<file path="src/rtl/priority_arbiter.sv">
// rtl/priority_arbiter.sv - registered N-way priority / round-robin arbiter with grant locking
module priority_arbiter #(
  parameter int N     = 4,
  parameter int IDX_W = 2
) (
  input  logic             clk,
  input  logic             reset,
  input  logic [N-1:0]     req,
  input  logic             rr_mode,
  output logic [N-1:0]     grant,
  output logic [IDX_W-1:0] grant_idx,
  output logic             valid
);

  typedef enum logic {IDLE, GRANT} state_t;

  state_t           state, next_state;
  logic [IDX_W-1:0] last_idx;
  logic [IDX_W-1:0] fixed_idx, rr_idx, win_idx, pos;
  logic [N-1:0]     win_onehot;
  logic             rr_found, decide;
  int               rr_start, pos_int;

  // Fixed priority: the loop leaves the highest asserted index behind.
  always_comb begin
    fixed_idx = '0;
    for (int i = 0; i < N; i++) begin
      if (req[i]) fixed_idx = IDX_W'(i);
    end
  end

  // Round-robin: walk downward from one below the last winner, wrapping past 0.
  always_comb begin
    rr_idx   = '0;
    rr_found = 1'b0;
    pos_int  = 0;
    pos      = '0;
    rr_start = (last_idx == '0) ? N - 1 : int'(last_idx) - 1;
    for (int k = 0; k < N; k++) begin
      pos_int = rr_start - k;
      if (pos_int < 0) pos_int = pos_int + N;
      pos = IDX_W'(pos_int);
      if (!rr_found && req[pos]) begin
        rr_idx   = pos;
        rr_found = 1'b1;
      end
    end
  end

  always_comb begin
    win_idx             = rr_mode ? rr_idx : fixed_idx;
    win_onehot          = '0;
    win_onehot[win_idx] = 1'b1;
    // A new winner is taken from idle, or when the holder lets go while others wait.
    decide              = (|req) && ((state == IDLE) || !req[grant_idx]);
    next_state          = state;
    case (state)
      IDLE:    if (|req) next_state = GRANT;
      GRANT:   if (!(|req)) next_state = IDLE;
      default: next_state = IDLE;
    endcase
  end

  always_ff @(posedge clk) begin
    if (reset) begin
      state     <= IDLE;
      grant     <= '0;
      grant_idx <= '0;
      valid     <= 1'b0;
      last_idx  <= '0;
    end else begin
      state <= next_state;
      if (decide) begin
        grant     <= win_onehot;
        grant_idx <= win_idx;
        valid     <= 1'b1;
        last_idx  <= win_idx;
      end else if (next_state == IDLE) begin
        grant     <= '0;
        grant_idx <= '0;
        valid     <= 1'b0;
      end
    end
  end

endmodule
</file>
<file path="config.mk">
export PLATFORM = sky130hd
export DESIGN_NAME = priority_arbiter
export DESIGN_NICKNAME = d
export VERILOG_FILES = /design/src/rtl/priority_arbiter.sv
export SDC_FILE = /design/constraint.sdc
export NUM_CORES = 1
export LEC_CHECK = 0
export CORE_MARGIN = 2
export CORE_UTILIZATION = 55
export DETAILED_ROUTE_END_ITERATION = 10
export DONT_BUFFER_PORTS = 1
export GPL_TIMING_DRIVEN = 0
export PLACE_DENSITY = 0.74
export SLEW_MARGIN = 40
export SYNTH_ARGS = -nofsm -noshare
export SYNTH_HDL_FRONTEND = slang
export SYNTH_SLANG_ARGS = --single-unit
</file>
<file path="constraint.sdc">
create_clock -name clk -period 5.1 [get_ports clk]
set_clock_uncertainty 0.2 [all_clocks]
set_input_delay 1.275 -clock clk [delete_from_list [all_inputs] [get_ports clk]]
set_output_delay 1.275 -clock clk [all_outputs]
set_load 0.005 [all_outputs]
</file>
==> results of run 1 <==
logic make-up (layout without fill, tap and decap cells):
family / Yosys count / in the layout
buffers and inverters: 13 / 17
flip-flops: 10 / 10
AO/OA/AOI/OAI: 25 / 25
adder cells (fa/ha/maj): 3 / 3
XOR/XNOR: 1 / 1
multiplexers: 7 / 7
AND/OR/NAND/NOR: 29 / 29
flip-flops by register name, indices dropped and copies added, names as in the netlist:
name and cells:
grant 4, last_idx 2, valid 1, grant_idx 2, state 1
worst max path at each step:
stage	start	endpoint	slack (ns)
after floorplan	req[1]	grant[2]	2.12
after global placement	req[1]	last_idx[1]	1.83
after detailed placement	req[1]	last_idx[1]	1.84
after CTS	req[1]	last_idx[1]	2.11
after global routing	req[1]	grant[3]	1.98
final	req[1]	last_idx[1]	2.05
metal layers:
metal / global-route usage / part of all wire / routed length, µm
met5: 0 / 0 / 0
met4: 0.103 / 0.019 / 32
met3: 0.0783 / 0.041 / 69
met2: 0.306 / 0.46 / 765
met1: 0.290 / 0.48 / 798
placed cells by master (no fill, tap or decap), drive strengths merged:
cell / instances
or2: 2
nor4b: 3
buf: 4
or4: 1
mux4: 3
nor2: 2
o211ai: 1
clkbuf: 7
o211a: 3
nor4bb: 2
a21oi: 6
a32o: 1
o21bai: 1
nor3: 1
nor2b: 2
dfxtp: 10
mux2i: 3
o221ai: 1
nand2b: 5
nand2: 8
o31ai: 1
inv: 6
o21ai: 5
a41oi: 1
nor4: 1
o41a: 1
a21o: 1
nand3b: 1
o21a: 1
o221a: 1
xnor2: 1
ha: 3
mux2: 1
o311a: 1
and2: 1
through the flow:
stage | std cells | cell area, µm² | worst slack [ns]
final | 107 | 840 | 2.05
after global routing | 107 | 840 | 1.98
after CTS | 107 | 840 | 2.11
after detailed placement | 103 | 803 | 1.84
after global placement | 103 | 803 | 1.83
after floorplan | 88 | 785 | 2.12
power groups by stage:
stage / registers, W / clock network (W) / logic, W
final: 0.0000994 / 0.0000710 / 0.000115
after global routing: 0.000101 / 0.0000780 / 0.000128
after CTS: 0.0000999 / 0.0000738 / 0.000115
after detailed placement: 0.000102 / 0 / 0.000115
after global placement: 0.000101 / 0 / 0.000110
after floorplan: 0.0000990 / 0 / 0.0000960
critical path: stages:
cell and delay, ns:
clkbuf_1 0.29, nor4b_1 0.10, o211a_1 0.26, mux2_2 0.28, o31ai_1 0.48, nand2b_1 0.23, a21oi_1 0.08
final cells by class:
class / instances / area (µm²) / share of cell area
tap: 15 / 18.8 / 0.0224
buffer: 7 / 42.5 / 0.0507
inverter: 6 / 22.5 / 0.0268
clock buffer: 4 / 36.3 / 0.0432
sequential: 10 / 200 / 0.238
multi-input combinational: 65 / 519 / 0.618
==> metrics.md, run 1 <==
| Metric | Value |
|---|---|
| CTS Buf Count | 3 |
| Worst Path Arrival | 2.99 ns |
| Tcrit/Tclk final | 0.597 |
| XOR/XNOR share of the synthesized area | 0.0112 |
| GPL Wtd Cong | 0.846 |
| Post-synth top area share | 0.255 |
| RSZ-0062 raised after global routing | false |
| Full die area | 1740 µm² |
| Clock sinks | 10 |
| Number of diodes | 0 |
| R2R setup slack | 2.21 ns |
| P_int | 0.000188 W |
| Adder-cell share of the synthesized area | 0.0478 |
| Vias in the first global route | 646 |
| Final hold slack | 0.268 ns |
| Worst Path Required | 5.04 ns |
| Reg2reg end | grant[2] |
| Core Rows | 13 |
| GRT Util Overall | 0.216 |
| Ports | 14 |
| Ys flop type | dfxtp_1 |
| Post-cts hold buffer count | 0 |
| Fillcell total | 119 |
| Total power | 0.000285 W |
| R2r worst-path depth | 9 |
| Net Count, Synth | 98 |
| Final setup fails | 0 |
| P_leak | 0.341 nW |
| Sw power | 0.0000973 W |
| DRT Pass-1 Iters | 4 |
| P&R area growth vs syn | 7.02% |
| Clock group share of total power | 0.249 |
| Async SR Flop Fraction | 0 |
| Synth top area cells | dfxtp_1, mux4_2, ha_1 |
| Layout cells sized above 1 | 0.185 |
| Vias per std cell | 6.39 |
| First-pass GRT wire length | 2860 µm |
| Crit-path max FO | 10 |
| F_max | 0.328 GHz |
| Area leader, netlist | dfxtp_1 |
| Final net count | 103 |
| Post-synth top cells | dfxtp_1, nand2_1, a21oi_1, inv_1 |
| H-tree levels | 1 |
| Sequential power share | 0.348 |
| Post-Syn Area | 785 µm² |
| WS Path Type | in -> reg |
| Setup crit start kind | primary input |
| Clk_lat worst skew | 0.27 ns |
| Detailed Place HPWL | 1240 µm |
| Final hold viol count | 0 |
| Grt ovf | 0 |
| Combinational share of power | 0.403 |
| Mux cell area share after synthesis | 0.139 |
| Hold path depth | 2 |
| Reg2reg start | last_idx[0] |
| DR iter-0 viols | 12 |
| HP Start | last_idx[1] |
| Via count of the routed design | 684 |
| CORE AREA | 1320 µm² |
| Routed Antenna Nets | 0 |
| Starting Density | 0.595 |
| Sw Ratio | 0.341 |
| Post-CTS Setup Inserts | 0 |
| Largest net degree at the start of global routing | 11 |
| CTS tree | done |
| Mapped Cells | 88 |
| Final wirelength | 1670 µm |
| Clk slew on worst S/H paths | 0.06 ns |
| Hold Path Sink | last_idx[1] |
| Maximum VDD drop | 0.000196 V |
| Nature of the critical path endpoint | flop |
| Die X | 41.8 µm |
| Avg Cell Area, Syn | 8.91 µm² |
| Initial antenna violation count | 0 |
| Pwr/cell area | 340 nW/µm² |
| Number of enable flip-flop cells after synthesis | 0 |
| Final Util | 0.637 |
| Measured slew at the worst slew-check pin | 0.555 ns |
| Number of synthesized register bits | 10 |
| Main combinational cell family by area after synthesis | compound AO/OA/AOI/OAI gates |
| Cts repair resizes | 0 |
| Compound-gate portion of the synthesized area | 0.233 |
| IO Port Bufs | 0 |
| Maximum buffer depth of the clock tree | 2 |
| Simple-gate portion of the synthesized area | 0.231 |
| Min Tclk post-route | 3.05 ns |
| HP Class | reg -> reg |
| Fin. max-slew vios | 0 |
| Cell variety after synth | 40 |
| Max transition margin | 0.627 |
| Sequential area share after synthesis | 0.255 |
| Most used standard cell by instance count after synthesis | dfxtp_1 |
| Status | completed |
| Synth Warn # | 0 |
| MaxCap Viol Count | 0 |
| CTS root buf | clkbuf_4 |
| DR DRC count | 0 |
| Setup TNS | 0 ns |
| Die Y | 41.8 µm |
| Routed WL per cell | 15.6 µm |
Power figures use the tool's default switching activity.
==> inputs of run 2 (changes only) <==
==> constraint.sdc (replaced) <==
create_clock -name clk -period 3.1 [get_ports clk]
set_clock_uncertainty 0.2 [all_clocks]
set_input_delay 0.775 -clock clk [delete_from_list [all_inputs] [get_ports clk]]
set_output_delay 0.775 -clock clk [all_outputs]
set_load 0.005 [all_outputs]
==> results of run 2 <==
The final DEF is identical to that of run 1. Status: completed.
Among the figures that moved: setup slack after placement 1.84 ns -> 0.228 ns; setup slack after layout 2.05 ns -> 0.205 ns; start point of the critical path req[1] -> last_idx[0]; end point of the critical path last_idx[1] -> grant[2]; register-to-register setup slack 2.21 ns -> 0.21 ns; total power 0.000285 W -> 0.000469 W; worst IR drop on VDD 0.000196 V -> 0.000322 V
==> inputs of run 3 (changes only) <==
--- a/config.mk
+++ b/config.mk
@@ -6,11 +6,11 @@
 export NUM_CORES = 1
 export LEC_CHECK = 0
 export CORE_MARGIN = 2
-export CORE_UTILIZATION = 55
+export CORE_UTILIZATION = 46
 export DETAILED_ROUTE_END_ITERATION = 10
 export DONT_BUFFER_PORTS = 1
 export GPL_TIMING_DRIVEN = 0
-export PLACE_DENSITY = 0.74
+export PLACE_DENSITY = 0.65
 export SLEW_MARGIN = 40
 export SYNTH_ARGS = -nofsm -noshare
 export SYNTH_HDL_FRONTEND = slang
==> metrics.md, run 3 (same netlist as run 1, synthesis figures left out) <==
| Metric | Value |
|---|---|
| Most flops, register | grant |
| F_max | 0.343 GHz |
| Final setup fails | 0 |
| DRT Pass-1 Iters | 4 |
| Crit path cell chain | buf_4 > inv_1 > ha_1 > buf_4 > mux4_2 > nor4b_2 > o31ai_2 > o41a_1 > nor2_1 |
| Critical Path Sink | grant[2] |
| Combinational share of power | 0.406 |
| HP Class | reg -> reg |
| Fin. max-slew vios | 0 |
| GPL Wtd Cong | 0.782 |
| Sw Ratio | 0.343 |
| RSZ-0062 raised after global routing | false |
| Final Non-Filler Cells | 108 |
| P_int | 0.000310 W |
| Worst Path Required | 3.11 ns |
| Clk slew on worst S/H paths | 0.06 ns |
| Maximum VDD drop | 0.000317 V |
| GRT Util Overall | 0.193 |
| Sw power | 0.000162 W |
| Dpl cells | 104 |
| Max transition margin | 0.742 |
| Ports | 14 |
| R2r worst-path depth | 9 |
| Worst Path Arrival | 2.92 ns |
| Via count of the routed design | 657 |
| Most frequent CP cell | buf_4 |
| Largest regs | grant x4, grant_idx x2, last_idx x2 |
| Clk_lat worst skew | 0.27 ns |
| Commonest non-fill, non-tap cell in the layout | dfxtp_1 |
| CTS root buf | clkbuf_4 |
| Crit-path max cell delay | 0.53 ns |
| Detailed Place HPWL | 1250 µm |
| Vias in the first global route | 595 |
| Crit-path max FO | 10 |
| Post-cts hold buffer count | 0 |
| CORE AREA | 1560 µm² |
| P&R area growth vs syn | 7.82% |
| CTS tree | done |
| Reg2reg start | last_idx[0] |
| PnR worst setup slack | 0.188 ns |
| Min Tclk post-route | 2.91 ns |
| Routed Antenna Nets | 0 |
| Full die area | 2050 µm² |
| Die Y | 45.3 µm |
| Largest net degree at the start of global routing | 11 |
| CTS Buf Count | 3 |
| Clock sinks | 10 |
| DR DRC count | 0 |
| Tcrit/Tclk final | 0.939 |
| Sequential power share | 0.346 |
| Layout cells sized above 1 | 0.196 |
| Number of flip-flops in the largest register | 4 |
| R2R setup slack | 0.19 ns |
| Vias per std cell | 6.08 |
| Final hold viol count | 0 |
| P_leak | 0.344 nW |
| Slowest cell on the critical path | mux4_2 |
| Number of diodes | 0 |
| Pwr/cell area | 559 nW/µm² |
| Initial antenna violation count | 0 |
| IO Port Bufs | 0 |
| Worst Setup SP | last_idx[0] |
| WS Path Type | reg -> reg |
| Measured slew at the worst slew-check pin | 0.386 ns |
| Setup TNS | 0 ns |
| Final net count | 103 |
| Nature of the critical path endpoint | flop |
| Placement Cell Area | 805 µm² |
| Starting Density | 0.503 |
| Cell family with most CP delay | compound AO/OA/AOI/OAI gates |
| Maximum buffer depth of the clock tree | 2 |
| DR iter-0 viols | 15 |
| Status | completed |
| Final wirelength | 1690 µm |
| MaxCap Viol Count | 0 |
| H-tree levels | 1 |
| First-pass GRT wire length | 2790 µm |
| Reg2reg end | grant[2] |
| Final instance area | 846 µm² |
| CP bufs+invs | 3 |
| Dpl ws | 0.256 ns |
| Routed WL per cell | 15.6 µm |
| Fillcell total | 151 |
| CP Depth | 9 |
| Most frequent cells in the layout | dfxtp_1, nand2_1, inv_1, a21oi_1 |
| Grt ovf | 0 |
| Die X | 45.3 µm |
| Core Rows | 14 |
| Setup crit start kind | flop |
| Clock group share of total power | 0.248 |
run 3: power by group through the flow:
stage / sequential (W) / clock, W / combinational (W)
2_1_floorplan: 0.000163 / 0 / 0.000158
3_3_place_gp: 0.000167 / 0 / 0.000181
3_5_place_dp: 0.000167 / 0 / 0.000186
4_1_cts: 0.000164 / 0.000120 / 0.000188
5_1_grt: 0.000166 / 0.000131 / 0.000216
6_report: 0.000164 / 0.000117 / 0.000192
run 3: area by class of cell:
type                       instances  area (µm²)  area share
multi-input combinational         65         524       0.620
sequential                        10         200       0.237
buffer                             7        42.5      0.0503
clock buffer                       4        36.3      0.0429
inverter                           6        22.5      0.0266
tap                               16        20.0      0.0237
run 3: worst reg2reg max path, delay by kind of cell, from the launching register on:
kind / cells / cell delay (ns)
compound gates: 2 / 0.59
mux: 1 / 0.53
buf+inv: 3 / 0.47
flops: 1 / 0.41
simple gates: 2 / 0.37
fa+ha+maj: 1 / 0.28
run 3: through the flow:
step	power, W	hold slack (ns)	util
2_1_floorplan	0.000321	0.236	-
3_3_place_gp	0.000348	0.252	0.516
3_5_place_dp	0.000354	0.255	0.516
4_1_cts	0.000472	0.264	0.539
5_1_grt	0.000512	0.285	0.543
6_report	0.000472	0.258	0.543
run 3: how the worst min path moves through the flow:
stage                           start           to  slack [ns]  depth (start not counted)
after floorplan           last_idx[1]  last_idx[1]        0.24                          2
after global placement    last_idx[1]  last_idx[1]        0.25                          2
final                     last_idx[1]  last_idx[1]        0.26                          2
after global routing      last_idx[1]  last_idx[1]        0.29                          2
after detailed placement  last_idx[1]  last_idx[1]        0.26                          2
after CTS                 last_idx[1]  last_idx[1]        0.26                          2
run 3: repair_timing:
item                                   in CTS  in global routing
setup buffers                               0                  0
setup endpoints to repair                   0                  3
endpoints found under the hold margin       0                  0
resized for setup                           0                  1
run 3: routing by layer:
metal,part of all wire,up-vias,global-route usage
met2,0.48,14,0.277
met5,0,-,0
met3,0.050,2,0.0720
met1,0.46,307,0.270
met4,0.0053,0,0.0529
li1,-,334,-
==> RTL edit (settings of run 3) <==
Set the parameter `IDX_W` to 3 (it was 2).
--- a/src/rtl/priority_arbiter.sv
+++ b/src/rtl/priority_arbiter.sv
@@ -1,7 +1,7 @@
 // rtl/priority_arbiter.sv - registered N-way priority / round-robin arbiter with grant locking
 module priority_arbiter #(
   parameter int N     = 4,
-  parameter int IDX_W = 2
+  parameter int IDX_W = 3
 ) (
   input  logic             clk,
   input  logic             reset,
Interface: changed (resized grant_idx); port bits go from 14 to 15. No check against the original RTL was run, so the function may have changed too.
==> RTL edit against run 3 <==
  * Routed wire length is 47% higher
  * Die area grew 29%
  * Sequential cell count up 2
  * Power grew 140%
  * Core utilization grew 3.6 points
  * Synthesized area grew 32%
  * Setup slack worse by 90 ps
  * Critical path depth increased by 4
  * Via count rose by 53%
  * Design area up 48%
  * Largest power group unchanged
==> RTL edit: results <==
group,metric,value,unit
run_status,status,"completed",
cts,cts_setup_buffers,3,
timing,hold_slack,275,ps
cells_and_area,buffers,14,
global_route,grt_pass1_wl,3940,µm
worst_setup_path,crit_fanout,6,
timing,tightest_slew,596,ps
cells_and_area,final_layout_size_suffix_gt1_share,27.7,%
drt,drt_iter0_drc,42,
cells_and_area,final_design_area_no_fill,0.00125,mm²
timing,fin_crit,3000,ps
cells_and_area,layout.cells.non_filler,169,
power,clkPwrFrac,10.9,%
place,dp_hpwl,1800,µm
hold_path,hold_depth,2,
place,pre_cts_ws,-324,ps
worst_setup_path,slowest_delay,440,ps
worst_setup_path,r2r_slack,100,ps
worst_setup_path,cp-endpoint,"grant[1]",
worst_setup_path,r2r-start,"last_idx[1]",
cts,cts-resized-gates,8,
cells_and_area,largest_registers,"grant x4, grant_idx x3, last_idx x3",
synth,yosysMostFrequentCell,"inv_1",
synth,synth_common_cells,"13 x inv_1, 12 x dfxtp_1, 11 x nand2_1",
global_route,grt_pass1_vias,895,
cells_and_area,seq_share,19.5,%
die,row_count,17,
hold_path,min_from,"grant_idx[2]",
cells_and_area,multi_input_area,783,µm²
power,power_density,907,mW/mm²
worst_setup_path,cp_data_arrival_time,2970,ps
place,placed_cell_area,0.00107,mm²
power,sw_frac_of_total,43.1,%
cells_and_area,clk_share,2.89,%
worst_setup_path,slowest_stage,"o311a_4",
cells_and_area,num-multi-input-gates,97,
synth,synth_area_per_cell,8.17,µm²
synth,synth_nets,141,
place,routabilityCongestion,0.837,
hold_path,hp-class,"reg2reg",
cells_and_area,nonClockInverterCount,14,
place,dp.cells,155,
cells_and_area,nonClkBufAreaFrac,7.78,%
synth,synth_cell_types,49,
power,seq_power_share,20.4,%
power,vdd_ir_drop_max,0.427,mV
synth,synth-seq-area-share,23.2,%
synth,synth.ff_latch_count,12,
cells_and_area,fill_cells,204,
synth,ys_top_cells_by_area,"dfxtp_1 23%, ha_1 8.4%, inv_1 4.7%, nand2_1 4.0%, a21oi_1 3.9%",
drt,via_count,1006,
hold_path,hold_end,"grant_idx[2]",
## RTL edit: cell count changes in the layout (fill, tap and decap cells not counted), moves of 3 or more
cell	before	now
buf_4	2	10
inv_2	0	4
ha_4	0	3
a32o_1	1	4
inv_1	6	9
nand3_1	0	4
nor2_1	2	7
## RTL edit: cells by family after synthesis
group / Yosys count / share of synthesized area [%]
AOI/OAI and AO/OA: 37 / 28.1
xor gates and xnor gates: 4 / 3.38
adders and majority gates: 7 / 8.44
buffers and inverters: 18 / 7.72
DFF: 12 / 23.2
muxes: 5 / 6.15
and+or+nand+nor: 44 / 23.0
## RTL edit: worst max-delay path, delay by kind of cell (launching register included)
kind,cells,cell delay [ps]
fa+ha+maj,3,640
buf+inv,5,460
mux,1,340
simple gates,1,120
flops,1,350
compound gates,3,770
## RTL edit: metal layers
layer,global-route usage [%],share of wire (%),up-vias
li1,-,-,494
met1,26.2,43,480
met2,30.8,50,32
met3,4.68,6.6,0
met4,3.95,0,0
met5,0,0,-
